File: src/rtl/mem_lsu_stage.sv
// -----------------------------------------------------------------------------
// mem_lsu_stage
//
// Memory-access pipeline stage between execute and write-back. Accepts one
// instruction per es_to_ms_valid_i / ms_allowin_o handshake. Memory ops issue
// at most one request on an SRAM-like data bus (req / addr_ok / data_ok).
// Load data is aligned and extended here, store strobes and lane data are
// formed here, and address misalignment (ALE) is detected here. A flush that
// lands while a bus transaction is in flight is absorbed by two cancel states,
// so the late data_ok of a squashed access is never taken by a newer one.
//
// Ports
//   clk, rst                       clock, asynchronous active-high reset
//   es_to_ms_valid_i / ms_allowin_o    upstream handshake
//   es_mem_op_i[9:0]               one-hot op: [0]ld_b [1]ld_bu [2]ld_h
//                                  [3]ld_hu [4]ld_w [5]st_b [6]st_h [7]st_w;
//                                  [9:8] reserved (set -> non-memory op)
//   es_addr_i, es_wdata_i          effective address / ALU result, store data
//   es_gr_we_i, es_dest_i, es_pc_i write-back controls
//   es_excp_i                      instruction already faulted, no request
//   flush_i                        pipeline flush
//   data_sram_*                    data bus master side
//   ms_to_ws_valid_o / ws_allowin_i    downstream handshake
//   ws_result_o, ws_pc_o, ws_dest_o, ws_gr_we_o   write-back payload
//   ms_excp_o, ms_ale_o            exception flags (valid-qualified)
//   ms_fwd_*                       forwarding port towards decode
// -----------------------------------------------------------------------------
module mem_lsu_stage (
  input  logic        clk,
  input  logic        rst,
  // upstream
  input  logic        es_to_ms_valid_i,
  output logic        ms_allowin_o,
  input  logic [9:0]  es_mem_op_i,
  input  logic [31:0] es_addr_i,
  input  logic [31:0] es_wdata_i,
  input  logic        es_gr_we_i,
  input  logic [4:0]  es_dest_i,
  input  logic [31:0] es_pc_i,
  input  logic        es_excp_i,
  input  logic        flush_i,
  // data bus
  output logic        data_sram_req_o,
  output logic        data_sram_wr_o,
  output logic [1:0]  data_sram_size_o,
  output logic [3:0]  data_sram_wstrb_o,
  output logic [31:0] data_sram_addr_o,
  output logic [31:0] data_sram_wdata_o,
  input  logic        data_sram_addr_ok_i,
  input  logic        data_sram_data_ok_i,
  input  logic [31:0] data_sram_rdata_i,
  // downstream
  output logic        ms_to_ws_valid_o,
  input  logic        ws_allowin_i,
  output logic [31:0] ws_result_o,
  output logic [31:0] ws_pc_o,
  output logic [4:0]  ws_dest_o,
  output logic        ws_gr_we_o,
  output logic        ms_excp_o,
  output logic        ms_ale_o,
  // forwarding
  output logic        ms_fwd_valid_o,
  output logic        ms_fwd_ready_o,
  output logic [4:0]  ms_fwd_dest_o,
  output logic [31:0] ms_fwd_data_o
);

  // One-hot op bit positions
  localparam int LD_B  = 0;
  localparam int LD_BU = 1;
  localparam int LD_H  = 2;
  localparam int LD_HU = 3;
  localparam int LD_W  = 4;
  localparam int ST_B  = 5;
  localparam int ST_H  = 6;
  localparam int ST_W  = 7;

  typedef enum logic [2:0] {
    S_IDLE     = 3'd0,
    S_REQ      = 3'd1,
    S_WAIT     = 3'd2,
    S_DONE     = 3'd3,
    S_CXL_REQ  = 3'd4,
    S_CXL_WAIT = 3'd5
  } state_t;

  state_t      state_q, state_d;
  logic        valid_q, valid_d;
  logic [31:0] result_q, result_d;

  // Captured instruction fields
  logic [7:0]  op_q;
  logic [31:0] addr_q;
  logic [31:0] wdata_q;
  logic        gr_we_q;
  logic [4:0]  dest_q;
  logic [31:0] pc_q;
  logic        excp_q;
  logic        ale_q;

  // ---------------------------------------------------------------------------
  // Incoming-op decode (evaluated on the execute-stage fields at capture)
  // ---------------------------------------------------------------------------
  logic       in_reserved;
  logic [7:0] in_op;
  logic       in_mem;
  logic       in_half;
  logic       in_word;
  logic       in_ale;
  logic       in_go_req;
  state_t     cap_state;

  // Any reserved bit demotes the whole op to a plain ALU pass-through, so the
  // stored op vector is cleared and nothing downstream sees a memory op.
  assign in_reserved = |es_mem_op_i[9:8];
  assign in_op       = in_reserved ? 8'h00 : es_mem_op_i[7:0];
  assign in_mem      = |in_op;
  assign in_half     = in_op[LD_H] | in_op[LD_HU] | in_op[ST_H];
  assign in_word     = in_op[LD_W] | in_op[ST_W];
  assign in_ale      = (in_half && es_addr_i[0]) ||
                       (in_word && (es_addr_i[1:0] != 2'b00));
  assign in_go_req   = in_mem && !es_excp_i && !in_ale;
  assign cap_state   = in_go_req ? S_REQ : S_DONE;

  // ---------------------------------------------------------------------------
  // Handshake
  // ---------------------------------------------------------------------------
  logic cancel_state;
  logic ready_go;
  logic accept;

  assign cancel_state     = (state_q == S_CXL_REQ) || (state_q == S_CXL_WAIT);
  assign ready_go         = (state_q == S_DONE);
  assign ms_allowin_o     = !cancel_state && (!valid_q || (ready_go && ws_allowin_i));
  assign ms_to_ws_valid_o = valid_q && ready_go && !flush_i;
  // An instruction offered in the same cycle as a flush belongs to the
  // squashed path and is never captured.
  assign accept           = es_to_ms_valid_i && ms_allowin_o && !flush_i;

  // ---------------------------------------------------------------------------
  // Captured-op decode
  // ---------------------------------------------------------------------------
  logic       is_load_q;
  logic       is_store_q;
  logic [1:0] off_q;

  assign is_load_q  = |op_q[LD_W:LD_B];
  assign is_store_q = |op_q[ST_W:ST_B];
  assign off_q      = addr_q[1:0];

  // ---------------------------------------------------------------------------
  // Load extraction: shift the addressed byte/half down to bit 0, then extend
  // ---------------------------------------------------------------------------
  logic [31:0] ld_shift;
  logic [31:0] ld_data;

  assign ld_shift = data_sram_rdata_i >> {off_q, 3'b000};

  always_comb begin
    ld_data = data_sram_rdata_i;
    if (op_q[LD_B]) begin
      ld_data = {{24{ld_shift[7]}}, ld_shift[7:0]};
    end else if (op_q[LD_BU]) begin
      ld_data = {24'h000000, ld_shift[7:0]};
    end else if (op_q[LD_H]) begin
      ld_data = {{16{ld_shift[15]}}, ld_shift[15:0]};
    end else if (op_q[LD_HU]) begin
      ld_data = {16'h0000, ld_shift[15:0]};
    end
  end

  // ---------------------------------------------------------------------------
  // Store lane data: replicate the byte / half so every lane carries it and
  // the strobes alone select the target bytes.
  // ---------------------------------------------------------------------------
  logic [7:0]  st_lane [4];
  logic [31:0] st_wdata;
  logic [3:0]  st_wstrb;

  genvar gi;
  generate
    for (gi = 0; gi < 4; gi++) begin : g_st_lane
      assign st_lane[gi] = op_q[ST_B] ? wdata_q[7:0] :
                           op_q[ST_H] ? wdata_q[8*(gi%2) +: 8] :
                                        wdata_q[8*gi +: 8];
    end
  endgenerate

  assign st_wdata = {st_lane[3], st_lane[2], st_lane[1], st_lane[0]};

  always_comb begin
    st_wstrb = 4'b0000;
    if (op_q[ST_B]) begin
      st_wstrb = 4'b0001 << off_q;
    end else if (op_q[ST_H]) begin
      st_wstrb = 4'b0011 << off_q;
    end else if (op_q[ST_W]) begin
      st_wstrb = 4'b1111;
    end
  end

  // ---------------------------------------------------------------------------
  // Bus request outputs. CXL_REQ keeps presenting the same request: the slave
  // may already be committed to it, so req cannot be withdrawn before addr_ok.
  // ---------------------------------------------------------------------------
  logic       req_state;
  logic [1:0] size_q;

  assign req_state = (state_q == S_REQ) || (state_q == S_CXL_REQ);

  always_comb begin
    size_q = 2'd0;
    if (op_q[LD_H] || op_q[LD_HU] || op_q[ST_H]) begin
      size_q = 2'd1;
    end else if (op_q[LD_W] || op_q[ST_W]) begin
      size_q = 2'd2;
    end
  end

  assign data_sram_req_o   = req_state;
  assign data_sram_wr_o    = req_state && is_store_q;
  assign data_sram_size_o  = req_state ? size_q : 2'd0;
  assign data_sram_addr_o  = req_state ? addr_q : 32'h0;
  assign data_sram_wstrb_o = (req_state && is_store_q) ? st_wstrb : 4'b0000;
  assign data_sram_wdata_o = (req_state && is_store_q) ? st_wdata : 32'h0;

  // ---------------------------------------------------------------------------
  // Next-state / valid / result
  // ---------------------------------------------------------------------------
  always_comb begin
    state_d  = state_q;
    valid_d  = valid_q;
    result_d = result_q;

    unique case (state_q)
      S_IDLE: begin
        if (accept) state_d = cap_state;
      end
      S_REQ: begin
        if (flush_i) begin
          state_d = data_sram_addr_ok_i ? S_CXL_WAIT : S_CXL_REQ;
        end else if (data_sram_addr_ok_i) begin
          state_d = S_WAIT;
        end
      end
      S_WAIT: begin
        // A flush coinciding with data_ok retires the access outright.
        if (flush_i) begin
          state_d = data_sram_data_ok_i ? S_IDLE : S_CXL_WAIT;
        end else if (data_sram_data_ok_i) begin
          state_d = S_DONE;
        end
      end
      S_DONE: begin
        if (flush_i) begin
          state_d = S_IDLE;
        end else if (ws_allowin_i) begin
          state_d = accept ? cap_state : S_IDLE;
        end
      end
      S_CXL_REQ: begin
        if (data_sram_addr_ok_i) state_d = S_CXL_WAIT;
      end
      S_CXL_WAIT: begin
        if (data_sram_data_ok_i) state_d = S_IDLE;
      end
      default: state_d = S_IDLE;
    endcase

    if (flush_i) begin
      valid_d = 1'b0;
    end else if (accept) begin
      valid_d = 1'b1;
    end else if (ready_go && ws_allowin_i) begin
      valid_d = 1'b0;
    end

    // Result defaults to the address (ALU result, store address or bad
    // virtual address on ALE) and is replaced by load data on return.
    if (accept) begin
      result_d = es_addr_i;
    end else if ((state_q == S_WAIT) && data_sram_data_ok_i && !flush_i && is_load_q) begin
      result_d = ld_data;
    end
  end

  // ---------------------------------------------------------------------------
  // Registers
  // ---------------------------------------------------------------------------
  always_ff @(posedge clk or posedge rst) begin
    if (rst) begin
      state_q  <= S_IDLE;
      valid_q  <= 1'b0;
      result_q <= 32'h0;
    end else begin
      state_q  <= state_d;
      valid_q  <= valid_d;
      result_q <= result_d;
    end
  end

  always_ff @(posedge clk or posedge rst) begin
    if (rst) begin
      op_q    <= 8'h00;
      addr_q  <= 32'h0;
      wdata_q <= 32'h0;
      gr_we_q <= 1'b0;
      dest_q  <= 5'd0;
      pc_q    <= 32'h0;
      excp_q  <= 1'b0;
      ale_q   <= 1'b0;
    end else if (accept) begin
      op_q    <= in_op;
      addr_q  <= es_addr_i;
      wdata_q <= es_wdata_i;
      gr_we_q <= es_gr_we_i;
      dest_q  <= es_dest_i;
      pc_q    <= es_pc_i;
      excp_q  <= es_excp_i;
      ale_q   <= in_ale;
    end
  end

  // ---------------------------------------------------------------------------
  // Write-back and forwarding outputs
  // ---------------------------------------------------------------------------
  assign ws_result_o    = result_q;
  assign ws_pc_o        = pc_q;
  assign ws_dest_o      = dest_q;
  assign ws_gr_we_o     = gr_we_q;
  assign ms_excp_o      = valid_q && (excp_q || ale_q);
  assign ms_ale_o       = valid_q && ale_q;

  // The forwarded value is only final once the access has completed.
  assign ms_fwd_valid_o = valid_q && gr_we_q;
  assign ms_fwd_ready_o = valid_q && ready_go;
  assign ms_fwd_dest_o  = dest_q;
  assign ms_fwd_data_o  = result_q;

endmodule

File: config.mk
export PLATFORM = sky130hd
export DESIGN_NAME = mem_lsu_stage
export DESIGN_NICKNAME = d
export VERILOG_FILES = /design/src/rtl/mem_lsu_stage.sv
export SDC_FILE = /design/constraint.sdc
export NUM_CORES = 1
export LEC_CHECK = 0
export ABC_AREA = 0
export CAP_MARGIN = 10
export CORE_ASPECT_RATIO = 1.2
export CORE_UTILIZATION = 35
export DETAILED_ROUTE_END_ITERATION = 8
export GPL_ROUTABILITY_DRIVEN = 0
export PLACE_DENSITY = 0.79
export SYNTH_ARGS = -nofsm -noshare
export SYNTH_HDL_FRONTEND = slang
export SYNTH_SLANG_ARGS = --single-unit
export TNS_END_PERCENT = 5
File: constraint.sdc
create_clock -name clk -period 6.3 [get_ports clk]
set_clock_uncertainty 0.2 [all_clocks]
set_input_delay 1.26 -clock clk [delete_from_list [all_inputs] [get_ports clk]]
set_output_delay 1.26 -clock clk [all_outputs]
set_load 0.01 [all_outputs]
# Word level (Yosys, flattened, before mapping)
# Index checks and enable logic that the tools add are counted.
[word_totals]
in_bits = 152
out_inout_bits = 185
reg_bits = 148
elab_cells = 105
[op_classes]
eq_ne = 11
n_bitwise = 3
reduce_logical = 39
n_mux = 38
n_shift = 3
[ops]
columns = ["cell", "n"]
rows = [
  ["32-bit two-way mux", 8],
  ["8-bit two-way mux", 6],
  ["32-bit by 5-bit right shift with 16-bit output", 1],
  ["3-bit two-way mux", 10],
  ["3-bit case mux with 6 select lines", 1],
  ["1-bit logical AND", 17],
  ["4-bit two-way mux", 4],
  ["2-bit two-way mux", 5],
  ["3-bit != test, second input constant", 3],
  ["1-bit logical OR", 8],
  ["8-bit OR reduction", 1],
  ["3-bit by 2-bit equality test with 1-bit output, second input constant", 2],
  ["3-bit equality test, second input constant", 2],
  ["2-bit != test, second input constant", 3],
  ["6-bit AND reduction", 1],
  ["1-bit logical NOT", 5],
  ["5-bit OR reduction", 1],
  ["1-bit two-way mux", 4],
  ["2-bit nonzero test", 2],
  ["1-bit by 2-bit << shifter with 4-bit output, first input constant", 1],
  ["2-bit by 2-bit << shifter with 4-bit output, first input constant", 1],
  ["3-bit by 1-bit equality test with 1-bit output, second input constant", 1],
  ["3-bit logical NOT", 1],
  ["1-bit OR", 3],
  ["other kinds (3)", 3],
]

# Longest topological paths before layout
# Gate-level depths: netlist of run 1.
[logic_depth]
word_depth = 13
ltp_mapped = 9
depth_no_buf = 6

# Least setup slack after synthesis of run 1
# No wires, ideal clock.
[synth_timing]
kind = "in2out"
start = "input port flush_i"
end = "output port ms_to_ws_valid_o"
t_arrival_ps = 1887
slack_ps = 2953
path_buffers = 1
required_ps = 4840
cell_stages = 2
cell_sequence = "clkbuf_1 -> nor4_1"
[synth_between]
elab_chain_len = 2
[synth_lines]
columns = ["item", "line_no", "source"]
rows = [
  ["start, declared", "41", "input logic flush_i,"],
  ["1-bit logical NOT", "135", "assign ms_to_ws_valid_o = valid_q && ready_go && !flush_i;"],
  ["1-bit logical AND", "135", ""],
  ["end, declared", "53", "output logic ms_to_ws_valid_o,"],
]
# Every way passes these cells.

# Final worst setup path of run 1
[layout_timing]
start = "register state_q[2]"
end = "output port data_sram_wdata_o[7]"
[layout_between]
elab_chain_len = 4
elab_cells_between_ends = 5
cone_classes = "eq/ne (2); mux (1); reduce/logical (2)"
[layout_lines]
columns = ["item", "line_no", "source"]
rows = [
  ["start, declared", "87", "state_t state_q, state_d;"],
  ["start signal, assigned", "296", "state_q <= state_d;"],
  ["3-bit by 1-bit equality test with 1-bit output or 3-bit equality test (tied branches)", "209", "assign req_state = (state_q == S_REQ) || (state_q == S_CXL_REQ);"],
  ["1-bit logical OR *", "209", ""],
  ["1-bit logical AND *", "225", "assign data_sram_wdata_o = (req_state && is_store_q) ? st_wdata : 32'h0;"],
  ["32-bit two-way mux *", "225", ""],
  ["end, declared", "48", "output logic [31:0] data_sram_wdata_o,"],
]
# Mark *: on every way between the ends. The rest lies on a longest branch, timed or not.

==> results of run 1 <==
==> final timing paths <==
check,slack [ns],depth (start not counted),to
min reg2reg,0.27,2,addr_q[2]$_DFFE_PP0P_
min,0.27,2,addr_q[2]$_DFFE_PP0P_
max,1.57,7,data_sram_wdata_o[7]
max reg2reg,3.36,6,ms_fwd_data_o[14]$_DFFE_PP0P_
max in group asynchronous,3.46,3,ms_fwd_data_o[31]$_DFFE_PP0P_
min in group asynchronous,1.20,2,ws_pc_o[30]$_DFFE_PP0P_
==> cell type report <==
type / count / share of cell area
well taps: 274 / 0.0296
clock buffers: 18 / 0.0379
flip-flops and latches: 148 / 0.320
clock inverters: 14 / 0.0123
inverters: 11 / 0.00400
multi-input cells: 720 / 0.299
repair buffers: 347 / 0.298
==> cells by family after synthesis <==
group / synth area share
adders and majority gates: 0.00646
and+or+nand+nor: 0.278
AOI/OAI and AO/OA: 0.131
buffers and inverters: 0.0776
muxes: 0.0288
DFF: 0.478
==> worst max-delay path: stages, from the launching register on <==
cell and delay (ns):
dfrtp_1 0.63, nand2b_1 0.24, a21oi_2 0.07, buf_4 0.26, o21ai_2 0.48, inv_1 0.39
and2_1 0.28, clkdlybuf4s50_1 0.48
==> flip-flops by register name, summed over array words and instances (netlist names), 3 cells and up <==
signal,flops
state_q,3
addr_q,32
wdata_q,32
op_q,8
ws_pc_o,32
ms_fwd_data_o,32
ms_fwd_dest_o,5
==> through the flow <==
| step | worst slack (ns) | utilization | total power (uW) | cells | area (um^2) |
|---|---|---|---|---|---|
| global placement | 2.08 | 0.507 | 4380 | 1500 | 11000 |
| floorplan | 0.860 | - | 3160 | 979 | 7740 |
| finish | 1.57 | 0.534 | 5470 | 1532 | 11600 |
| global route | 1.36 | 0.534 | 5840 | 1532 | 11600 |
| CTS | 1.55 | 0.534 | 5500 | 1532 | 11600 |
| detailed placement | 2.01 | 0.507 | 4460 | 1500 | 11000 |
==> routing by layer <==
layer / part of all wire / vias up / routed length, um / global-route usage
met2: 0.49 / 325 / 13200 / 0.373
met1: 0.42 / 3723 / 11300 / 0.311
li1: - / 3694 / - / -
met3: 0.064 / 41 / 1740 / 0.0451
met4: 0.028 / 0 / 760 / 0.0949
met5: 0 / - / 0 / 0
==> cells in the mapped netlist, drive strengths merged, types with 5 or more instances <==
library cell,number,area share
nand2b,11,0.0089
nor2,75,0.036
clkbuf,38,0.018
inv,10,0.0048
and2,43,0.035
a31oi,9,0.0073
nor3,5,0.0032
o21ai,66,0.043
dfrtp,148,0.48
nand3,8,0.0052
nor2b,5,0.0040
a21oi,73,0.047
o2111ai,7,0.0079
buf,62,0.054
o211ai,7,0.0068
mux2i,20,0.026
nand2,357,0.17
==> power groups by stage <==
| stage | combinational, uW | clock [uW] | sequential [uW] |
|---|---|---|---|
| finish | 2700 | 1010 | 1750 |
| global placement | 2640 | 0 | 1740 |
| floorplan | 1420 | 0 | 1730 |
| detailed placement | 2710 | 0 | 1760 |
| global route | 2960 | 1080 | 1810 |
| CTS | 2710 | 1040 | 1750 |
==> flow_metrics.py, run 1 <==
metrics = {
    "status": {
        "status": "completed",
    },
    "timing": {
        "setup_viol": 0,
        "slew_viol_final": 0,
        "hold_viol": 0,
        "holdWs_ns": 0.265,
        "worst_pin_slew_ns": 1.13,
        "max_slew_margin": 0.245,
        "rsz0062_at_grt": "false",
        "period_share": 0.751,
        "timing.fmax_ghz": 0.211,
        "fin_tns_setup_ns": 0,
        "min_period_ns": 4.73,
    },
    "cells_and_area": {
        "multi_input_area_um2": 3460,
        "layout-drive-gt1-share": 0.0453,
        "fill_cells": 2042,
        "layout_commonest_cell": "nand2_1",
        "most-common-layout-cells": "nand2_1, clkdlybuf4s50_1, dfrtp_1",
        "area_growth_pct": 49.6,
        "register_area_um2": 3700,
        "finalNetCount": 1401,
        "n_antenna_cell": 0,
    },
    "detailed_routing": {
        "drt_iter0_markers": 609,
        "first_pass_iters": 6,
        "drc_errors": 0,
        "totalWireLength_um": 27000,
        "ant_nets": 0,
        "vias_per_cell": 5.08,
        "wl_per_cell_um": 17.6,
        "vias": 7783,
    },
    "power": {
        "p_sw_frac": 0.397,
        "powerDensity_nw_per_um2": 472,
        "p_clk_frac": 0.185,
        "pwr-share-comb": 0.494,
        "pwr-share-seq": 0.321,
        "p_leak_uw": 0.00518,
        "peakVddDrop_mv": 0.301,
        "p_switching_uw": 2170,
        "power.internal_uw": 3300,
    },
    "setup_path": {
        "end_kind": "output pin",
        "timing.rr.start": "state_q[2]$_DFFE_PP0P_",
        "crit_path_start": "state_q[2]$_DFFE_PP0P_",
        "required_ns": 4.84,
        "cp.arrival_ns": 3.27,
        "critPathKind": "reg -> out",
        "worst_setup_path_start_kind": "register",
        "crit_fanout": 36,
    },
    "grt": {
        "grtUsageTotal": 0.234,
        "grt_overflow_total": 0,
        "grt_max_degree": 98,
        "grt_pass1_wl_um": 40200,
        "antenna_found_initial": 0,
        "grt_pass1_vias": 7277,
    },
    "floorplanning": {
        "die_y_um": 165,
        "dieWidth_um": 138,
        "core_area_um2": 21700,
        "initial_utilization": 0.357,
        "die_area_um2": 22700,
        "boundaryPins": 337,
        "rows": 59,
    },
    "hold_path": {
        "min_path_type": "reg -> reg",
        "worstHoldStart": "addr_q[2]$_DFFE_PP0P_",
    },
    "clock_network": {
        "hold_buffers": 0,
        "clk_latency_ns": 0.43,
        "cts.repair.resized": 0,
        "cts_sinks": 148,
        "path_clk_slew_ns": 0.06,
        "cts_setup_buffers": 0,
        "cts-htree-levels": 4,
        "cts_made_buffers": 17,
        "cts-root-buf": "clkbuf_16",
        "tritoncts": "yes",
        "clockBufferDepth": 2,
    },
    "synth": {
        "async_flop_share": 1.00,
        "synthCells": 979,
        "syn_area_um2": 7740,
        "ys.flop_type": "dfrtp_1",
        "syn_nets": 1135,
        "ys_seq_area_frac": 0.478,
        "yosys_warnings": 0,
        "ys_ff_latch": 148,
        "synth_enable_flop_cells": 0,
        "postSynthAreaPerCell_um2": 7.91,
        "ys_types": 46,
    },
    "place": {
        "hpwl_um": 19300,
        "port_buffers": 336,
    },
    "flow_run": {
        "drv_cap": 0,
    },
}
Power figures use the tool's default switching activity.
==> inputs of run 2 (changes only) <==
- clock period: 6.3 -> 4.4 ns (I/O delays scaled with it)
==> run 2 against run 1 <==
  * Via count increased by 0.10%
  * Cell area increased by 0.84%
  * First-iteration DRC count increased by 30%
  * Largest power group unchanged
  * Clock power increased by 50%
  * Core utilization increased by 0.45 points
  * Sequential power increased by 42%
  * Register-to-register slack got worse by 1.5 ns
  * Flip-flop and latch count unchanged
  * Largest cell class unchanged
  * Power increased by 45%
  * Sequential share of layout area decreased by 0.27 points
==> flow_metrics.py, run 2 (synthesized netlist as in run 1, its figures left out) <==
metrics = {
    "power": {
        "power.internal_uw": 4790,
        "powerDensity_nw_per_um2": 676,
        "p_clk_frac": 0.191,
        "p_switching_uw": 3110,
        "p_leak_uw": 0.00522,
        "pwr-share-seq": 0.316,
        "peakVddDrop_mv": 0.321,
        "pwr-share-comb": 0.494,
        "p_sw_frac": 0.394,
    },
    "detailed_routing": {
        "drc_errors": 0,
        "vias": 7791,
        "wl_per_cell_um": 17.4,
        "drt_iter0_markers": 790,
        "first_pass_iters": 5,
        "ant_nets": 0,
        "totalWireLength_um": 26800,
        "vias_per_cell": 5.07,
    },
    "cells_and_area": {
        "layout-drive-gt1-share": 0.0475,
        "area_growth_pct": 50.9,
        "most-common-layout-cells": "nand2_1, clkdlybuf4s50_1, dfrtp_1",
        "layout_commonest_cell": "nand2_1",
        "finalNetCount": 1405,
    },
    "setup_path": {
        "end_kind": "output pin",
        "crit_fanout": 35,
        "cp.arrival_ns": 2.80,
        "critPathKind": "reg -> out",
        "required_ns": 3.32,
        "timing.rr.start": "state_q[2]$_DFFE_PP0P_",
        "rr_worst_depth": 6,
        "r2r_slack_ns": 1.91,
        "reg2reg_to": "ms_fwd_data_o[9]$_DFFE_PP0P_",
        "worst_setup_path_start_kind": "register",
    },
    "clock_network": {
        "hold_buffers": 0,
        "cts.repair.resized": 0,
        "path_clk_slew_ns": 0.07,
        "cts_made_buffers": 17,
        "clk_latency_ns": 0.42,
        "cts-root-buf": "clkbuf_16",
        "tritoncts": "yes",
        "clockBufferDepth": 2,
        "cts-htree-levels": 4,
        "cts_setup_buffers": 0,
        "cts_sinks": 148,
    },
    "floorplanning": {
        "core_area_um2": 21700,
        "rows": 59,
        "initial_utilization": 0.357,
        "die_area_um2": 22700,
        "die_y_um": 165,
        "boundaryPins": 337,
        "dieWidth_um": 138,
    },
    "grt": {
        "antenna_found_initial": 1,
        "grt_overflow_total": 0,
        "grtUsageTotal": 0.233,
        "grt_max_degree": 79,
        "grt_pass1_vias": 7267,
        "grt_pass1_wl_um": 40300,
    },
    "hold_path": {
        "min_path_type": "reg -> reg",
        "worstHoldStart": "addr_q[22]$_DFFE_PP0P_",
        "whs_path_depth": 2,
        "hold_end": "addr_q[22]$_DFFE_PP0P_",
    },
    "flow_run": {
        "drv_cap": 0,
    },
    "timing": {
        "worst_pin_slew_ns": 0.729,
        "setup_viol": 0,
        "max_slew_margin": 0.512,
        "min_period_ns": 3.88,
        "holdWs_ns": 0.267,
        "hold_viol": 0,
        "slew_viol_final": 0,
        "timing.fmax_ghz": 0.258,
        "rsz0062_at_grt": "false",
        "period_share": 0.882,
        "fin_tns_setup_ns": 0,
    },
    "status": {
        "status": "completed",
    },
    "place": {
        "port_buffers": 336,
        "hpwl_um": 19500,
    },
}
[run 2: routing by layer]
layer  share of wire  vias to the layer above  track usage
li1                -                     3694            -
met1            0.42                     3699        0.311
met2            0.49                      342        0.373
met3           0.066                       56       0.0491
met4           0.029                        0       0.0795
met5               0                        -            0
[run 2: metrics by stage]
step                worst slack [ns]  total power (uW)  cell area (um^2)   util  cells
finish                         0.519              7900             11700  0.538   1537
global route                   0.300              8440             11700  0.538   1537
CTS                            0.518              7950             11700  0.538   1536
detailed placement             0.941              6410             11100  0.510   1504
global placement               0.946              6310             11100  0.510   1504
floorplan                       1.46              4520              7750      -    979
[run 2: worst max path at each step]
| stage | slack, ns | cells past startpoint | from | endpoint |
|---|---|---|---|---|
| 3_5_place_dp | 0.94 | 3 | flush_i | ms_to_ws_valid_o |
| 5_1_grt | 0.30 | 5 | state_q[2]$_DFFE_PP0P_ | data_sram_size_o[1] |
| 3_3_place_gp | 0.95 | 3 | flush_i | ms_to_ws_valid_o |
| 2_1_floorplan | 1.46 | 1 | rst | addr_q[0]$_DFFE_PP0P_ |
| 4_1_cts | 0.52 | 5 | state_q[2]$_DFFE_PP0P_ | data_sram_size_o[1] |
| 6_report | 0.52 | 5 | state_q[2]$_DFFE_PP0P_ | data_sram_size_o[1] |
[run 2: power groups by stage]
| stage | Clock [uW] | Combinational, uW | Sequential, uW |
|---|---|---|---|
| detailed placement | 0 | 3910 | 2500 |
| CTS | 1540 | 3920 | 2490 |
| global placement | 0 | 3830 | 2470 |
| floorplan | 0 | 2040 | 2480 |
| global route | 1590 | 4270 | 2580 |
| finish | 1510 | 3900 | 2490 |
[run 2: area by class of cell]
type | instances | area, um^2
diodes | 1 | 2.50
clock inverters | 14 | 169
well taps | 274 | 343
repair buffers | 351 | 3530
flip-flops and latches | 148 | 3700
inverters | 11 | 45.0
clock buffers | 18 | 429
multi-input cells | 720 | 3460
fillers | 1996 | 10000
[run 2: worst max-delay path, cell delays in order, from the launching register on]
cell	delay, ns
dfrtp_1	0.55
nand2b_1	0.28
a21oi_2	0.23
buf_4	0.35
nor4bb_1	0.35
clkdlybuf4s50_1	0.59
==> inputs of run 3 (changes only) <==
- GPL_ROUTABILITY_DRIVEN: 0 -> unset
- HOLD_SLACK_MARGIN: unset -> 0.06
==> results of run 3 <==
Same layout as run 2: the final DEF is identical, and so are final timing and power.
